$ cat src/rtl/pipelined_adder.sv
// pipelined_adder: WIDTH-bit ripple-carry adder split into STAGES chunks,
// one chunk per clock, with valid/ready flow control on both sides.
//
// Ports:
//   clk, rst_n          clock, async active-low reset
//   in_valid, in_ready  operand handshake (in_ready = !stall)
//   a, b, cin           operands and carry-in
//   out_valid, out_ready result handshake
//   sum, carry, overflow result, unsigned carry-out, signed overflow
//
// Build option: define PIPELINED_ADDER_SAT_EN to saturate sum on
// signed overflow; carry and overflow still report the raw values.
module pipelined_adder #(
   parameter int WIDTH  = 16,
   parameter int STAGES = 4
) (
   input  logic             clk,
   input  logic             rst_n,
   input  logic             in_valid,
   output logic             in_ready,
   input  logic [WIDTH-1:0] a,
   input  logic [WIDTH-1:0] b,
   input  logic             cin,
   output logic             out_valid,
   input  logic             out_ready,
   output logic [WIDTH-1:0] sum,
   output logic             carry,
   output logic             overflow
);

   localparam int C = WIDTH / STAGES;

   logic             stall;
   logic [WIDTH-1:0] raw;
   logic             msb_a;
   logic             msb_b;

   // The whole pipe freezes as one unit, bubbles included.
   assign stall    = out_valid && !out_ready;
   assign in_ready = !stall;

   for (genvar k = 0; k < STAGES; k++) begin : g_st
      localparam int LO = k * C;
      localparam int HI = LO + C;
      localparam int UP = WIDTH - HI;

      logic          v_d;
      logic          v_q;
      logic [C-1:0]  xa;
      logic [C-1:0]  xb;
      logic          ci;
      logic [C:0]    s;
      logic [HI-1:0] r_d;
      logic [HI-1:0] r_q;
      logic          c_q;
      logic          am_d;
      logic          bm_d;
      logic          am_q;
      logic          bm_q;

      if (k == 0) begin : g_src
         assign v_d  = in_valid;
         assign xa   = a[C-1:0];
         assign xb   = b[C-1:0];
         assign ci   = cin;
         assign am_d = a[WIDTH-1];
         assign bm_d = b[WIDTH-1];
         assign r_d  = s[C-1:0];
      end else begin : g_src
         assign v_d  = g_st[k-1].v_q;
         assign xa   = g_st[k-1].g_op.ua[C-1:0];
         assign xb   = g_st[k-1].g_op.ub[C-1:0];
         assign ci   = g_st[k-1].c_q;
         assign am_d = g_st[k-1].am_q;
         assign bm_d = g_st[k-1].bm_q;
         assign r_d  = {s[C-1:0], g_st[k-1].r_q};
      end

      // One C-bit ripple per stage; s[C] is this chunk's carry-out.
      assign s = {1'b0, xa} + {1'b0, xb} + {{C{1'b0}}, ci};

      always_ff @(posedge clk or negedge rst_n) begin
         if (!rst_n) begin
            v_q  <= 1'b0;
            r_q  <= '0;
            c_q  <= 1'b0;
            am_q <= 1'b0;
            bm_q <= 1'b0;
         end else if (!stall) begin
            v_q  <= v_d;
            r_q  <= r_d;
            c_q  <= s[C];
            am_q <= am_d;
            bm_q <= bm_d;
         end
      end

      // Operand bits still waiting for their chunk; absent in the
      // last stage, which has nothing left to add.
      if (UP > 0) begin : g_op
         logic [UP-1:0] ua_d;
         logic [UP-1:0] ub_d;
         logic [UP-1:0] ua;
         logic [UP-1:0] ub;

         if (k == 0) begin : g_ld
            assign ua_d = a[WIDTH-1:C];
            assign ub_d = b[WIDTH-1:C];
         end else begin : g_ld
            assign ua_d = g_st[k-1].g_op.ua[WIDTH-LO-1:C];
            assign ub_d = g_st[k-1].g_op.ub[WIDTH-LO-1:C];
         end

         always_ff @(posedge clk or negedge rst_n) begin
            if (!rst_n) begin
               ua <= '0;
               ub <= '0;
            end else if (!stall) begin
               ua <= ua_d;
               ub <= ub_d;
            end
         end
      end
   end

   assign out_valid = g_st[STAGES-1].v_q;
   assign raw       = g_st[STAGES-1].r_q;
   assign carry     = g_st[STAGES-1].c_q;
   assign msb_a     = g_st[STAGES-1].am_q;
   assign msb_b     = g_st[STAGES-1].bm_q;

   // Like-signed operands producing an opposite-signed result.
   assign overflow  = (msb_a == msb_b) && (raw[WIDTH-1] != msb_a);

`ifdef PIPELINED_ADDER_SAT_EN
   // Clamp toward the operands' sign: max positive or min negative.
   assign sum = overflow ? {msb_a, {(WIDTH-1){!msb_a}}} : raw;
`else
   assign sum = raw;
`endif

endmodule
$ cat config.mk
export PLATFORM = sky130hd
export DESIGN_NAME = pipelined_adder
export DESIGN_NICKNAME = d
export VERILOG_FILES = /design/src/rtl/pipelined_adder.sv
export SDC_FILE = /design/constraint.sdc
export NUM_CORES = 1
export LEC_CHECK = 0
export ABC_AREA = 0
export CAP_MARGIN = 20
export CORE_MARGIN = 2
export CORE_UTILIZATION = 55
export CTS_CLUSTER_DIAMETER = 120
export DETAILED_ROUTE_END_ITERATION = 6
export HOLD_SLACK_MARGIN = 0.06
export MAX_ROUTING_LAYER = met4
export PLACE_DENSITY = 0.85
export REMOVE_ABC_BUFFERS = 1
export SYNTH_ARGS = -nofsm -noshare
export SYNTH_HDL_FRONTEND = slang
export SYNTH_SLANG_ARGS = --single-unit
$ cat constraint.sdc
create_clock -name clk -period 5 [get_ports clk]
set_input_delay 0.5 -clock clk [delete_from_list [all_inputs] [get_ports clk]]
set_output_delay 0.5 -clock clk [all_outputs]
set_load 0.01 [all_outputs]
==> flow_metrics.py <==
metrics = {
    "synth": {
        "synthAdderAreaFrac_pct": 7.40,
        "synth_xor_area_share_pct": 0.835,
        "synth_top_area_share_pct": 58.5,
        "avgSynthCellArea_um2": 9.20,
        "synth_cells": 456,
        "synthesis.area_um2": 4190,
        "post_synth_and_or_nand_nor_area_fraction_pct": 23.8,
        "yosysWarnings": 0,
        "synth_seq_area_share_pct": 58.5,
        "yosysTopAreaCell": "dfrtp_1",
        "synth_top_family_by_area": "simple AND/OR/NAND/NOR gates",
        "synth_area_leaders": "dfrtp_1, nand2_1, fa_1",
        "synth-seq-cells": 98,
        "synth_compound_area_share_pct": 5.25,
        "ys_types": 24,
        "synth_mux_area_share_pct": 0,
    },
    "die": {
        "row_count": 31,
        "start_util_pct": 57.2,
        "dieWidth_um": 91.3,
        "die_area_um2": 8340,
        "boundaryPins": 57,
        "die_y_um": 91.3,
        "core_um2": 7330,
    },
    "worst_setup_path": {
        "cp_max_fo": 2,
        "crit_required_ns": 4.50,
        "crit_buf_inv": 3,
        "worstPathArrival_ns": 1.65,
        "setup.worst_path.end_class": "primary output",
        "setup.worst_path.class": "in2out",
        "cp_num_cells": 4,
        "cp-endpoint": "in_ready",
        "cpMostUsedCell": "clkdlybuf4s50_1",
        "r2r-end": "carry$_DFFE_PN0N_",
        "cpMaxStageDelayCell": "clkdlybuf4s50_1",
        "crit_chain": "clkdlybuf4s50_1 > nor2b_4 > inv_2 > clkdlybuf4s50_1",
        "r2r_start": "g_st[2].c_q$_DFFE_PN0N_",
        "crit_path_start_kind": "input pin",
        "crit_start": "out_ready",
        "ff2ff_path_depth": 5,
        "cp_top_family": "buffers and inverters",
        "max_stage_delay_ns": 0.55,
        "r2r_slack_ns": 3.13,
    },
    "placement": {
        "dpl.hpwl_um": 4610,
        "numPortBuffers": 56,
        "pre_cts_ws_ns": 2.73,
        "post-place-cells": 593,
        "place.gp.congestion": 0.791,
    },
    "cts": {
        "cts.sink_count": 98,
        "clkLatencyLatePin_ns": 0.36,
        "holdBufCountCts": 0,
        "cts_tree": "built",
        "cts_buffers": 9,
        "cts_resized": 0,
        "cts_setup_buffers": 0,
        "clk_pin_slew_ns": 0.09,
        "root_buffer": "clkbuf_8",
        "max-clock-path-buffers": 2,
        "htree_levels": 3,
    },
    "timing": {
        "fin_crit_ns": 2.15,
        "finalWorstSetupSlack_ns": 2.85,
        "whs_ns": 0.125,
        "fmax_mhz": 465,
        "max_slew_margin_pct": 36.7,
        "tightest_slew_ns": 0.949,
        "tns_ns": 0,
        "finalSetupViolCount": 0,
        "maxSlewViolCount": 0,
        "timing.final.crit_share_pct": 43.0,
        "finalClockSkew_ns": 0.00777,
        "hold_viol": 0,
        "grt_setup_unrepaired": "no",
    },
    "drt": {
        "wl_um": 7160,
        "drc": 0,
        "num_vias": 2972,
        "avgViaCountPerCell": 4.88,
        "drt_iter0_drc": 150,
        "wl_per_cell_um": 11.8,
        "firstDrtPassIters": 4,
        "postRouteAntennaNets": 0,
    },
    "worst_hold_path": {
        "hold_path.class": "in2async",
    },
    "layout": {
        "utilization_pct": 68.2,
        "layout.cells.non_filler": 609,
        "n_fill_cell": 568,
        "final_cell_mix": "nand2_1, dfrtp_1, clkdlybuf4s50_1, inv_1, o21ai_0",
        "layout.nets": 562,
        "final_common_cell": "nand2_1",
        "n_antenna_cell": 0,
        "final_layout_size_suffix_gt1_share_pct": 4.31,
        "syn_to_final_growth_pct": 19.3,
    },
    "global_route": {
        "use_met1_pct": 23.6,
        "overflow": 0,
        "grt_pass1_wl_um": 12700,
        "gr-usage-met2_pct": 32.9,
        "grt-busiest-layer": "met2",
        "grt_use_met3_pct": 2.90,
        "grt_max_degree": 104,
        "grt_pass1_vias": 2933,
        "antenna_found_initial": 0,
        "grt_use_total_pct": 19.6,
    },
    "flow_run": {
        "max-cap-violations": 0,
    },
    "power": {
        "power.density_nw_per_um2": 590,
        "p_leak_nw": 2.57,
        "irDropWorstVdd_uv": 231,
    },
    "status": {
        "status": "finished clean",
    },
}
cell usage after synthesis (all sizes together):
library cell / count
nand2: 241
dfrtp: 98
buf: 21
o21ai: 20
inv: 15
ha: 12
a21oi: 11
nor2: 11
fa: 8
nor2b: 5
a21o: 4
xor2: 3
o21a: 2
a22oi: 1
nand2b: 1
nor3: 1
o31ai: 1
xnor2: 1
worst min path at each step:
stage | to | start | slack (ns)
floorplan | carry$_DFFE_PN0N_ | rst_n | 0.20
global placement | g_st[2].v_q$_DFFE_PN0N_ | g_st[2].v_q$_DFFE_PN0N_ | 0.44
detailed placement | out_valid$_DFFE_PN0N_ | g_st[2].v_q$_DFFE_PN0N_ | 0.46
CTS | sum[0]$_DFFE_PN0N_ | rst_n | 0.13
global route | g_st[0].g_op.ub[6]$_DFFE_PN0N_ | rst_n | 0.16
finish | g_st[1].g_op.ua[2]$_DFFE_PN0N_ | rst_n | 0.12
per-layer routing:
| metal | vias up | part of all wire [%] |
|---|---|---|
| li1 | 1494 | - |
| met1 | 1401 | 44 |
| met2 | 64 | 51 |
| met3 | 13 | 3.6 |
| met4 | 0 | 2.0 |
| met5 | - | 0 |
power breakdown:
part	total [W]	switching (W)	internal [W]
Sequential	0.00132	0.000188	0.00114
Combinational	0.00107	0.000578	0.000497
Clock	0.000552	0.000256	0.000296
Total	0.00295	0.00102	0.00193
logic make-up (layout without fill, tap and decap cells):
| family | Yosys count | in the layout |
|---|---|---|
| DFF | 98 | 98 |
| adders and majority gates | 20 | 20 |
| AOI/OAI and AO/OA | 39 | 39 |
| buffers and inverters | 36 | 90 |
| and+or+nand+nor | 259 | 259 |
| xor gates and xnor gates | 4 | 4 |
cell type report:
cell class / instances / area (um2) / share of cell area (%)
Inverter: 15 / 56.3 / 1.13
Timing Repair Buffer: 59 / 581 / 11.6
Multi-Input combinational cell: 322 / 1570 / 31.4
Tap cell: 99 / 124 / 2.48
Sequential cell: 98 / 2450 / 49.0
Clock inverter: 4 / 75.1 / 1.50
Clock buffer: 12 / 145 / 2.90
per-stage QoR:
stage               area (um2)  power (W)
detailed placement        4780    0.00242
floorplan                 4070    0.00201
global route              5000    0.00322
global placement          4780    0.00234
finish                    5000    0.00295
CTS                       5000    0.00299
state kept, by name (all words and copies together), names as in the netlist, 3 cells and up:
| register | flops |
|---|---|
| g_st.c_q | 3 |
| g_st.v_q | 3 |
| sum | 16 |
| g_st.r_q | 24 |
| g_st.g_op.ub | 21 |
| g_st.am_q | 4 |
| g_st.g_op.ua | 21 |
| g_st.bm_q | 4 |
Note: power is estimated with default switching activity, not from simulation.
